## src/rtl/conv_encoder_tx.sv

```systemverilog
// conv_encoder_tx: rate-1/2, K=3 convolutional encoder feeding the Viterbi
// decoder's 16-bit receive input. One byte is accepted per handshake and
// encoded bit-serially, MSB first; the 2-bit trellis state carries across bytes.
// Optional feature macro: CONV_ENC_TERMINATE_EN -- after a word whose byte was
// tagged in_last, an all-zero tail byte is encoded and emitted as an extra word,
// leaving the trellis in state 00.
module conv_encoder_tx #(
  parameter int         N_BITS = 8,
  parameter logic [2:0] G0     = 3'b111,
  parameter logic [2:0] G1     = 3'b101
) (
  input  logic                  clk,
  input  logic                  rst,
  input  logic                  in_valid,
  output logic                  in_ready,
  input  logic                  in_last,
  input  logic [N_BITS-1:0]     data_in,
  output logic                  out_valid,
  input  logic                  out_ready,
  output logic                  out_last,
  output logic [2*N_BITS-1:0]   data_enc,
  output logic [1:0]            enc_state
);

  localparam int            CW       = (N_BITS > 1) ? $clog2(N_BITS) : 1;
  localparam logic [CW-1:0] CNT_LAST = CW'(N_BITS - 1);

  typedef enum logic [1:0] {
    IDLE = 2'd0,
    ENC  = 2'd1,
    OUT  = 2'd2
`ifdef CONV_ENC_TERMINATE_EN
    ,
    TAIL = 2'd3
`endif
  } state_t;

  // Parity of the generator taps applied to the {input, s1, s0} register.
  function automatic logic tap_parity(input logic [2:0] taps, input logic [2:0] regs);
    return ^(taps & regs);
  endfunction

  state_t                fsm_r;
  state_t                fsm_next_s;
  logic [1:0]            trel_r;
  logic [N_BITS-1:0]     shift_r;
  logic [CW-1:0]         cnt_r;
  logic [2*N_BITS-1:0]   word_r;
  logic                  last_r;
  logic [2*N_BITS-1:0]   data_enc_r;
  logic                  out_valid_r;
  logic                  out_last_r;
  logic                  in_ready_r;

  logic                  accept_s;
  logic                  out_hs_s;
  logic                  enc_active_s;
  logic                  final_s;
  logic                  bit_s;
  logic [2:0]            tap_s;
  logic [1:0]            pair_s;
  logic                  tail_start_s;
  logic                  in_tail_s;

  assign accept_s  = in_valid & in_ready_r & (fsm_r == IDLE);
  assign out_hs_s  = out_valid_r & out_ready & (fsm_r == OUT);

`ifdef CONV_ENC_TERMINATE_EN
  assign in_tail_s    = (fsm_r == TAIL);
  // The data word of a terminated frame carries out_last=0, so this selects it.
  assign tail_start_s = out_hs_s & last_r & ~out_last_r;
`else
  assign in_tail_s    = 1'b0;
  assign tail_start_s = 1'b0;
`endif

  assign enc_active_s = (fsm_r == ENC) | in_tail_s;
  assign final_s      = enc_active_s & (cnt_r == CNT_LAST);
  assign bit_s        = shift_r[N_BITS-1];
  assign tap_s        = {bit_s, trel_r};
  assign pair_s       = {tap_parity(G0, tap_s), tap_parity(G1, tap_s)};

  // Next-state logic for the byte-level control FSM.
  always_comb begin
    fsm_next_s = fsm_r;
    case (fsm_r)
      IDLE: begin
        if (accept_s) begin
          fsm_next_s = ENC;
        end else begin
          fsm_next_s = IDLE;
        end
      end
      ENC: begin
        if (final_s) begin
          fsm_next_s = OUT;
        end else begin
          fsm_next_s = ENC;
        end
      end
      OUT: begin
        if (tail_start_s) begin
`ifdef CONV_ENC_TERMINATE_EN
          fsm_next_s = TAIL;
`else
          fsm_next_s = IDLE;
`endif
        end else if (out_hs_s) begin
          fsm_next_s = IDLE;
        end else begin
          fsm_next_s = OUT;
        end
      end
`ifdef CONV_ENC_TERMINATE_EN
      TAIL: begin
        if (final_s) begin
          fsm_next_s = OUT;
        end else begin
          fsm_next_s = TAIL;
        end
      end
`endif
      default: begin
        fsm_next_s = IDLE;
      end
    endcase
  end

  // FSM state and registered handshake flags derived from the next state.
  always_ff @(posedge clk or negedge rst) begin
    if (!rst) begin
      fsm_r       <= IDLE;
      in_ready_r  <= 1'b0;
      out_valid_r <= 1'b0;
    end else begin
      fsm_r       <= fsm_next_s;
      in_ready_r  <= (fsm_next_s == IDLE);
      out_valid_r <= (fsm_next_s == OUT);
    end
  end

  // Encoding datapath: byte capture, bit-serial trellis update, word assembly.
  always_ff @(posedge clk or negedge rst) begin
    if (!rst) begin
      trel_r     <= 2'b00;
      shift_r    <= '0;
      cnt_r      <= '0;
      word_r     <= '0;
      last_r     <= 1'b0;
      data_enc_r <= '0;
      out_last_r <= 1'b0;
    end else if (accept_s) begin
      shift_r <= data_in;
      last_r  <= in_last;
      cnt_r   <= '0;
      word_r  <= '0;
    end else if (enc_active_s) begin
      shift_r <= {shift_r[N_BITS-2:0], 1'b0};
      cnt_r   <= cnt_r + CW'(1);
      word_r  <= {word_r[2*N_BITS-3:0], pair_s};
      // The tail byte always flushes to 00; forcing it keeps that explicit.
      if (final_s && in_tail_s) begin
        trel_r <= 2'b00;
      end else begin
        trel_r <= {bit_s, trel_r[1]};
      end
      if (final_s) begin
        data_enc_r <= {word_r[2*N_BITS-3:0], pair_s};
`ifdef CONV_ENC_TERMINATE_EN
        out_last_r <= in_tail_s;
`else
        out_last_r <= last_r;
`endif
      end
    end else if (tail_start_s) begin
      shift_r <= '0;
      cnt_r   <= '0;
      word_r  <= '0;
    end
  end

  assign in_ready  = in_ready_r;
  assign out_valid = out_valid_r;
  assign out_last  = out_last_r;
  assign data_enc  = data_enc_r;
  assign enc_state = trel_r;

endmodule

```

## config.mk

```make
export PLATFORM = sky130hd
export DESIGN_NAME = conv_encoder_tx
export DESIGN_NICKNAME = d
export VERILOG_FILES = /design/src/rtl/conv_encoder_tx.sv
export SDC_FILE = /design/constraint.sdc
export NUM_CORES = 1
export LEC_CHECK = 0
export ABC_AREA = 1
export CORE_MARGIN = 5
export CORE_UTILIZATION = 53
export DETAILED_ROUTE_END_ITERATION = 6
export DONT_BUFFER_PORTS = 1
export PLACE_DENSITY = 0.67
export SYNTH_ARGS = -nofsm -noshare
export SYNTH_HDL_FRONTEND = slang
export SYNTH_SLANG_ARGS = --single-unit
```

## constraint.sdc

```tcl
create_clock -name clk -period 1.5 [get_ports clk]
set_input_delay 0.3 -clock clk [delete_from_list [all_inputs] [get_ports clk]]
set_output_delay 0.3 -clock clk [all_outputs]
set_load 0.01 [all_outputs]
```

# [Word-level counts from Yosys, hierarchy flattened]
# Index checks and enable logic that the tools add are counted.
[totals] reg_bits=49 in_bits=13 out_inout_bits=21 word_cells=38
[op_classes] addsub=1 eq_ne=4 n_mux=10 bitwise_logic=6 reduce_logical=7
[ops] cell="14-bit two-way mux" n=2
[ops] cell="8-bit two-way mux" n=2
[ops] cell="3-bit two-way mux" n=2
[ops] cell="2-bit one-hot mux with 3 select lines" n=1
[ops] cell="3-bit parity" n=2
[ops] cell="1-bit AND" n=5
[ops] cell="2-bit equality test, second input constant" n=2
[ops] cell="2-bit logical NOT" n=2
[ops] cell="2-bit two-way mux" n=2
[ops] cell="3-bit by 1-bit adder with 3-bit output, second input constant" n=1
[ops] cell="3-bit equality test, second input constant" n=1
[ops] cell="3-bit AND reduction" n=1
[ops] cell="2-bit by 1-bit equality test with 1-bit output, second input constant" n=1
[ops] cell="2-bit AND reduction" n=1
[ops] cell="2-bit nonzero test" n=1
[ops] cell="1-bit two-way mux" n=1
[ops] cell="1-bit inverter" n=1

# [Depth between registers and ports, before layout]
# Gate-level depths: netlist of run 1.
[logic_depth] depth_word=5 depth_mapped=8 mapped_depth_nobuf=7

# [Worst setup path after synthesis of run 1]
# OpenSTA, ideal clock, no wires.
[synth_path] path_kind="reg-to-reg" start="register cnt_r[0]" end="register fsm_r[1]" setup_time_ns=0.127 t_arrival_ns=1.221 required_time_ns=1.373 slack_ns=0.152 path_stages_with_launch=6 path_buffers=0 period_less_slack_ns=1.348 cell_sequence="dfrtp_1 -> ha_1 -> ha_1 -> inv_1 -> nor2_8 -> or2_2"
[synth_between] elab_chain_len=4
[synth_rtl] element="from (decl)" line_no="47" rtl="logic [CW-1:0] cnt_r;"
[synth_rtl] element="from (signal assigned)" line_no="159" rtl="cnt_r <= cnt_r + CW'(1);"
[synth_rtl] element="3-bit equality test" line_no="78" rtl="assign final_s = enc_active_s & (cnt_r == CNT_LAST);"
[synth_rtl] element="1-bit AND" line_no="78"
[synth_rtl] element="2-bit two-way mux" line_no="95" rtl="if (final_s) begin"
[synth_rtl] element="2-bit one-hot mux with 3 select lines" line_no="86" rtl="case (fsm_r)"
[synth_rtl] element="net fsm_next_s[1]" line_no="44" rtl="state_t fsm_next_s;"
[synth_rtl] element="to (signal assigned)" line_no="136" rtl="fsm_r <= fsm_next_s;"
[synth_rtl] element="to (decl)" line_no="43" rtl="state_t fsm_r;"
# The timed path passes the listed nets, and every way through them passes these cells.
# A chain may end at the register's enable or synchronous reset.

# [Worst setup path after layout of run 1]
[layout_path] start="register cnt_r[0]" end="register data_enc_r[15] (netlist: data_enc[15])"
[layout_between] elab_chain_len=3
[layout_rtl] element="3-bit equality test" line_no="78"
[layout_rtl] element="1-bit AND" line_no="78"
[layout_rtl] element="3-bit AND reduction (no source line)"
[layout_rtl] element="to (signal assigned)" line_no="168" rtl="data_enc_r <= {word_r[2*N_BITS-3:0], pair_s};"
[layout_rtl] element="to (decl)" line_no="50" rtl="logic [2*N_BITS-1:0] data_enc_r;"
# Every way passes these cells.

==> metrics.yaml, run 1 <==
fmax_mhz: 716
cp_top_family: "adder cells"
r2r_cells: 8
cp.arrival_ns: 1.63
start_util_pct: 55.6
finalCriticalPeriod_ns: 1.40
drcViolationCount: 0
outcome: "completed"
critPathMaxFanout: 17
startpoint_type: "flop"
drv_cap: 0
wl_per_cell_um: 13.7
leakage_nw: 1.11
timing_max_transition_violations_final: 0
cts_tree: "built"
drt_first_pass_iters: 6
overflow: 0
cts.sinks: 49
dp_hpwl_mm: 2.49
ys_seq_area_share_pct: 59.4
cp-end-kind: "flop"
grt_pass1_wl_mm: 6.45
ant_nets: 0
yosys_register_bits: 49
cp_common_cell: "ha_1"
rows: 22
netlist_instances: 213
area_growth_pct: 8.55
antenna_found_initial: 0
vias: 1379
nets: 232
core_area_um2: 3720
dpl_cell_area_um2: 2100
final-setup-viol-count: 0
clkTransAtPathRegs_ns: 0.09
drt_iter0_markers: 118
clock_skew_ns: 0.00869
max_stage_delay_ns: 0.40
ys_warn_count: 0
final_common_cell: "nand2_1"
vdd_ir_drop_max_uv: 1130
clockRootBuffer: "clkbuf_8"
synth_area_um2: 2060
syn-num-nets: 228
grtUsageTotal_pct: 16.0
vias_per_cell: 5.18
ios: 34
hold_viol: 0
n_antenna_cell: 0
path_buf_inv: 3
final_cell_area_um2: 2240
htreeDepth: 2
layout_common_cells: "nand2_1 (63), dfrtp_1 (49), nand3_1 (22), inv_1 (20), o21ai_2 (14)"
worstPathCellList: "ha_1, ha_1, inv_2, nor2_8, inv_4, buf_12, nand2_1, o21ai_2"
rsz0062_at_grt: "no"
critical_path_depth: 8
tns_ns: 0
crit_required_ns: 1.73
whs_ns: 0.120
gp_congestion: 0.731
slowest_stage: "dfrtp_1"
syn-mean-instance-area_um2: 9.69
hold_depth: 2
die_w_um: 72.4
insertion_delay_ns: 0.30
hold_class: "input pin to flop"
die_height_um: 72.4
die-area_um2: 5240
finalCritPeriodShare_pct: 93.1
slew_headroom_pct: 73.3
path_class: "flop to flop"
drt_wl_total_mm: 3.65
ys_types: 19
numCtsBuffers: 5
cts.path.max_buffers: 2
grt_max_degree: 50
grt_pass1_vias: 1412
power_mw: 4.57
tightestPinTransition_ns: 0.399
layout-drive-gt1-share_pct: 17.9
portBuffers: 0
p_per_area_nw_per_um2: 2040
==> cell type report <==
class	instances	area, um^2
Inverter	24	92.6
Clock inverter	1	5.00
Fill cell	340	1480
Tap cell	48	60.1
Sequential cell	49	1230
Timing Repair Buffer	5	85.1
Clock buffer	7	96.3
Multi-Input combinational cell	132	676
==> stage by stage <==
| stage | utilization (%) | cells | setup WS, ns |
|---|---|---|---|
| finish | 60.3 | 266 | 0.104 |
| global placement | 56.6 | 256 | 0.131 |
| CTS | 60.3 | 266 | 0.0426 |
| global route | 60.3 | 266 | 0.0213 |
| detailed placement | 56.6 | 256 | 0.0549 |
| floorplan | - | 213 | 0.152 |
==> synth_stat cells (all sizes together) <==
| library cell | n | share of area (%) |
|---|---|---|
| o21ai | 31 | 10 |
| dfrtp | 49 | 59 |
| buf | 8 | 3.4 |
| ha | 2 | 1.2 |
| nand2 | 69 | 14 |
| or2 | 2 | 0.61 |
| inv | 24 | 4.5 |
| nor2 | 4 | 1.5 |
| a21oi | 2 | 0.48 |
| nand3 | 22 | 5.3 |
==> flip-flops by register name, indices dropped and copies added (netlist names) <==
register and cells:
data_enc 16, in_ready 1, out_valid 1, fsm_r 2
cnt_r 3, shift_r 8, enc_state 2, last_r 1
word_r 14, out_last 1
==> logic make-up (layout without fill, tap and decap cells) <==
family	after synthesis	after routing	share of synthesized area [%]
and+or+nand+nor	97	97	21.0
DFF	49	49	59.4
AOI/OAI and AO/OA	33	33	10.5
buffers and inverters	32	37	7.88
adders and majority gates	2	2	1.21
==> layer usage <==
metal	part of all wire (%)	vias to the layer above	track usage (%)
met1	42	657	17.7
met5	0	-	0
met2	49	35	27.3
met4	1.8	0	6.15
li1	-	681	-
met3	7.1	6	6.65
==> report_power, final <==
part	leakage, nW	switching (mW)	total (mW)	internal, mW
clock network	0.0542	0.418	0.835	0.417
logic	0.422	0.972	1.48	0.512
registers	0.638	0.423	2.25	1.83
==> path summary, 6_finish.rpt <==
path                                       start                       end  slack, ns
setup / recovery            cnt_r[0]$_DFFE_PN0P_  data_enc[15]$_DFFE_PN0P_       0.10
hold / removal                        data_in[0]    shift_r[0]$_DFFE_PN0P_       0.12
setup reg to reg            cnt_r[0]$_DFFE_PN0P_  data_enc[15]$_DFFE_PN0P_       0.10
hold reg to reg            word_r[0]$_DFFE_PN0P_     word_r[2]$_DFFE_PN0P_       0.48
max in group asynchronous                    rst   data_enc[3]$_DFFE_PN0P_       0.77
min in group asynchronous                    rst     word_r[8]$_DFFE_PN0P_       0.52
==> timing repair <==
| item | 4_1_cts | 5_1_grt |
|---|---|---|
| setup endpoints to repair | 0 | 10 |
| buffers inserted | 0 | 0 |
| hold buffers | 2 | 0 |
| endpoints found under the hold margin | 49 | 0 |
| resized for setup | 0 | 1 |
No activity file was read; power rests on OpenSTA's default activity.
==> inputs of run 2 (changes only) <==
--- a/config.mk
+++ b/config.mk
@@ -5,7 +5,6 @@
 export SDC_FILE = /design/constraint.sdc
 export NUM_CORES = 1
 export LEC_CHECK = 0
-export ABC_AREA = 1
 export CORE_MARGIN = 5
 export CORE_UTILIZATION = 53
 export DETAILED_ROUTE_END_ITERATION = 6
==> metrics.yaml, run 2 <==
finalCriticalPeriod_ns: 1.52
tightestPinTransition_ns: 0.357
cts.path.max_buffers: 2
slew_headroom_pct: 76.0
path_class: "flop to flop"
fin_ws_ns: -0.0246
ys_types: 25
nets: 207
antenna_found_initial: 0
hold_viol: 0
largest_register_ff_count: 16
die_w_um: 70.7
worstPathCellList: "ha_2, ha_4, nand3b_1, buf_4, clkbuf_16, mux2_4"
area_growth_pct: 22.1
ys_top_cells_by_area: "dfrtp_1 (63%), mux2_2 (9.2%), nand2_1 (9.0%)"
ys_warn_count: 0
outcome: "finished with violations"
power_mw: 4.86
timing_max_transition_violations_final: 0
clockRootBuffer: "clkbuf_8"
grt_pass1_vias: 1416
grt_pass1_wl_mm: 6.80
wl_per_cell_um: 16.9
cts.sinks: 49
clkTransAtPathRegs_ns: 0.09
synth_common_cells: "dfrtp_1 (49), nand2_1 (47), o21ai_0 (23)"
die-area_um2: 5000
leakage_nw: 1.18
cp.arrival_ns: 1.72
drt_wl_total_mm: 4.08
synth_area_um2: 1950
syn-num-nets: 186
cp-end-kind: "flop"
htreeDepth: 2
cts_tree: "built"
crit_required_ns: 1.69
synth-edff-count: 0
n_antenna_cell: 0
p_per_area_nw_per_um2: 2040
yosysMostFrequentCell: "dfrtp_1"
numCtsBuffers: 5
syn-mean-instance-area_um2: 11.4
netlist_instances: 171
synth_top_flop_cell: "dfrtp_1"
layout-drive-gt1-share_pct: 27.5
fmax_mhz: 656
drt_iter0_markers: 135
layout_common_cells: "dfrtp_1 (49), nand2_1 (45), o21ai_0 (22), buf_4 (16), mux2_4 (15)"
vdd_ir_drop_max_uv: 831
violations: "setup timing"
rsz0062_at_grt: "yes"
final_common_cell: "dfrtp_1"
startpoint_type: "flop"
synth_top_cell_area_share_pct: 62.8
yosys_register_bits: 49
hold_class: "input pin to flop"
core_area_um2: 3610
synthArstFlopShare_pct: 100
clock_skew_ns: 0.00727
whs_ns: 0.145
yosysTopAreaCell: "dfrtp_1"
vias: 1332
vias_per_cell: 5.53
grtUsageTotal_pct: 17.0
insertion_delay_ns: 0.30
ios: 34
ant_nets: 0
start_util_pct: 54.2
grt_max_degree: 50
drv_cap: 0
drt_first_pass_iters: 4
max_stage_delay_ns: 0.39
final-setup-viol-count: 13
critPathMaxFanout: 7
overflow: 0
gp_congestion: 0.737
drcViolationCount: 0
rows: 22
dp_hpwl_mm: 2.58
die_height_um: 70.7
portBuffers: 0
finalCritPeriodShare_pct: 102
slowest_stage: "dfrtp_1"
ys_seq_area_share_pct: 62.8
==> run 2: area by class of cell <==
class,instances,area [um^2]
flip-flops and latches,49,1230
fillers,251,1220
inverters,1,3.75
well taps,48,60.1
clock buffers,6,72.6
multi-input cells,111,759
clock inverters,2,15.0
repair buffers,24,248
==> run 2: final timing paths <==
path | from | endpoint | slack [ns] | depth (start not counted)
min | data_in[0] | shift_r[0]$_DFFE_PN0P_ | 0.15 | 1
max | cnt_r[1]$_DFFE_PN0P_ | data_enc[3]$_DFFE_PN0P_ | -0.02 | 6
max in group asynchronous | rst | last_r$_DFFE_PN0P_ | 0.77 | 2
max reg2reg | cnt_r[1]$_DFFE_PN0P_ | data_enc[3]$_DFFE_PN0P_ | -0.02 | 6
min in group asynchronous | rst | data_enc[8]$_DFFE_PN0P_ | 0.52 | 2
min reg2reg | last_r$_DFFE_PN0P_ | last_r$_DFFE_PN0P_ | 0.51 | 1
==> run 2: per-layer routing <==
metal / routed length (um) / vias up / track usage, %
met1: 1670 / 672 / 20.8
met2: 2040 / 36 / 28.0
li1: - / 617 / -
met3: 297 / 7 / 6.68
met5: 0 / - / 0
met4: 63 / 0 / 5.01
==> run 2: cell families (layout without fill, tap and decap cells) <==
| family | count (synthesis) | count (layout) | synth area share, % |
|---|---|---|---|
| buffers and inverters | 11 | 33 | 3.20 |
| AND/OR/NAND/NOR | 54 | 54 | 11.6 |
| flip-flops | 49 | 49 | 62.8 |
| XOR/XNOR | 2 | 2 | 0.897 |
| AO/OA/AOI/OAI | 37 | 37 | 11.0 |
| multiplexers | 16 | 16 | 9.22 |
| adder cells (fa/ha/maj) | 2 | 2 | 1.28 |
==> run 2: what timing repair did <==
| item | CTS | global route |
|---|---|---|
| hold buffers | 2 | 0 |
| endpoints found under the setup margin | 15 | 31 |
| gates resized for setup | 3 | 23 |
| gates cloned | 0 | 1 |
| hold endpoints to repair | 49 | 0 |
| buffers inserted | 3 | 5 |
| pin swaps | 0 | 2 |
==> run 2: critical path, delay by kind of cell (launching register included) <==
kind / cells / cell delay (ns)
fa+ha+maj: 2 / 0.35
buf+inv: 2 / 0.28
flops: 1 / 0.39
mux: 1 / 0.29
simple gates: 1 / 0.11
==> run 2: report_power, final <==
part	leakage (nW)	total, mW	internal (mW)	switching (mW)
sequential	0.641	2.39	1.86	0.527
clock	0.0374	0.753	0.329	0.424
combinational	0.501	1.72	0.894	0.821
total	1.18	4.86	3.08	1.77
==> run 2: stage by stage <==
step | setup TNS (ns) | setup WS (ns) | std cells | instance area [um^2] | utilization (%)
floorplan | -0.0133 | -0.00133 | 171 | 1960 | -
global placement | -0.0581 | -0.0124 | 222 | 2080 | 57.7
detailed placement | -0.444 | -0.0396 | 222 | 2080 | 57.7
CTS | -0.0249 | -0.0122 | 235 | 2240 | 62.0
global route | -0.749 | -0.0598 | 241 | 2380 | 66.1
finish | -0.119 | -0.0246 | 241 | 2380 | 66.1
==> inputs of run 3 (changes only) <==
--- a/config.mk
+++ b/config.mk
@@ -10,6 +10,7 @@
 export DETAILED_ROUTE_END_ITERATION = 6
 export DONT_BUFFER_PORTS = 1
 export PLACE_DENSITY = 0.67
+export REMOVE_ABC_BUFFERS = 1
 export SYNTH_ARGS = -nofsm -noshare
 export SYNTH_HDL_FRONTEND = slang
 export SYNTH_SLANG_ARGS = --single-unit
==> metrics.yaml, run 3 (synthesis results as in run 2) <==
outcome: "finished with violations"
violations: "setup timing"
path_class: "flop to flop"
n_antenna_cell: 0
slowest_stage: "dfrtp_1"
vdd_ir_drop_max_uv: 1100
finalCriticalPeriod_ns: 1.54
rows: 22
antenna_found_initial: 0
cp_top_family: "flip-flops"
finalCritPeriodShare_pct: 103
final_common_cell: "dfrtp_1"
worstPathCellList: "ha_4, ha_4, nand3b_1, buf_6, buf_8, mux2_4"
clkTransAtPathRegs_ns: 0.08
crit_required_ns: 1.67
hold_viol: 0
path_buf_inv: 2
startpoint_type: "flop"
power_mw: 5.01
vias_per_cell: 5.44
drt_iter0_markers: 122
drcViolationCount: 0
slew_headroom_pct: 76.8
tightestPinTransition_ns: 0.348
drv_cap: 0
die_height_um: 70.7
wl_per_cell_um: 16.9
cp.arrival_ns: 1.72
htreeDepth: 2
die_w_um: 70.7
clockRootBuffer: "clkbuf_8"
grt_pass1_wl_mm: 7.24
drt_wl_total_mm: 4.04
grtUsageTotal_pct: 18.5
cp_common_cell: "ha_4"
cts.path.max_buffers: 2
preCtsSetupSlack_ns: -0.0794
fmax_mhz: 649
final_core_util_pct: 66.1
cts_tree: "built"
numCtsBuffers: 5
grt_max_degree: 50
max_stage_delay_ns: 0.42
vias: 1300
leakage_nw: 1.18
rsz0062_at_grt: "yes"
cp-end-kind: "flop"
nets: 205
layout-drive-gt1-share_pct: 25.7
die-area_um2: 5000
gp_congestion: 0.728
start_util_pct: 54.2
dp_hpwl_mm: 2.61
hold_class: "input pin to flop"
portBuffers: 0
timing_max_transition_violations_final: 0
final-setup-viol-count: 14
layout_common_cells: "dfrtp_1 (49), nand2_1 (46), o21ai_0 (22), mux2_4 (15), buf_4 (14)"
ios: 34
fin_ws_ns: -0.0418
ant_nets: 0
insertion_delay_ns: 0.30
grt_pass1_vias: 1459
area_growth_pct: 22.0
overflow: 0
cts.sinks: 49
final.fill_count: 285
critPathMaxFanout: 5
largest_register_ff_count: 16
p_per_area_nw_per_um2: 2100
core_area_um2: 3610
drt_first_pass_iters: 4
clock_skew_ns: 0.0107
## run 3: cell count changes in the layout (fill, tap and decap cells not counted), sizes merged
cell,delta
buf,-1
clkinvlp,-2
bufinv,+1
## run 3: per-layer routing
layer	vias to the layer above	wire length [um]	track usage (%)	share of wire [%]
li1	613	-	-	-
met1	655	1760	23.0	44
met2	27	1990	29.9	49
met3	5	226	5.82	5.6
met4	0	61	7.52	1.5
met5	-	0	0	0
## run 3: cell type report
class | count | area, um^2 | share of cell area [%]
Inverter | 1 | 3.75 | 0.157
Clock inverter | 1 | 30.0 | 1.26
Clock buffer | 7 | 86.3 | 3.62
Multi-Input combinational cell | 111 | 763 | 32.0
Tap cell | 48 | 60.1 | 2.52
Sequential cell | 49 | 1230 | 51.4
Timing Repair Buffer | 22 | 214 | 8.98
## run 3: timing repair
item                                    CTS  global route
cloned                                    2             0
gates resized for setup                  26             5
pin swaps                                 1             2
endpoints found under the setup margin   15            19
hold buffers                              2             0
hold endpoints to repair                 49             0
buffers inserted                          5             1
## run 3: path summary, 6_finish.rpt
path	start	to	slack, ns	cells past startpoint
max reg2reg	cnt_r[0]$_DFFE_PN0P_	data_enc[9]$_DFFE_PN0P_	-0.04	6
min in group asynchronous	rst	data_enc[6]$_DFFE_PN0P_	0.51	2
max	cnt_r[0]$_DFFE_PN0P_	data_enc[9]$_DFFE_PN0P_	-0.04	6
max in group asynchronous	rst	fsm_r[1]$_DFF_PN0_	0.78	2
min reg2reg	shift_r[5]$_DFFE_PN0P_	shift_r[6]$_DFFE_PN0P_	0.51	2
min	data_in[0]	shift_r[0]$_DFFE_PN0P_	0.15	1
## run 3: where the power goes
part / switching, mW / leakage (nW) / internal [mW]
sequential: 0.536 / 0.641 / 1.86
clock: 0.411 / 0.0585 / 0.544
combinational: 0.815 / 0.480 / 0.844
total: 1.76 / 1.18 / 3.25
## run 3: metrics by stage
step	area, um^2	hold slack, ns	instances	TNS (ns)
2_1_floorplan	1890	0.00441	161	-31.35
3_3_place_gp	2070	0.00570	223	-0.230
3_5_place_dp	2070	0.00569	223	-0.917
4_1_cts	2370	0.142	240	-0.152
5_1_grt	2380	0.138	239	-1.07
6_report	2380	0.145	239	-0.377
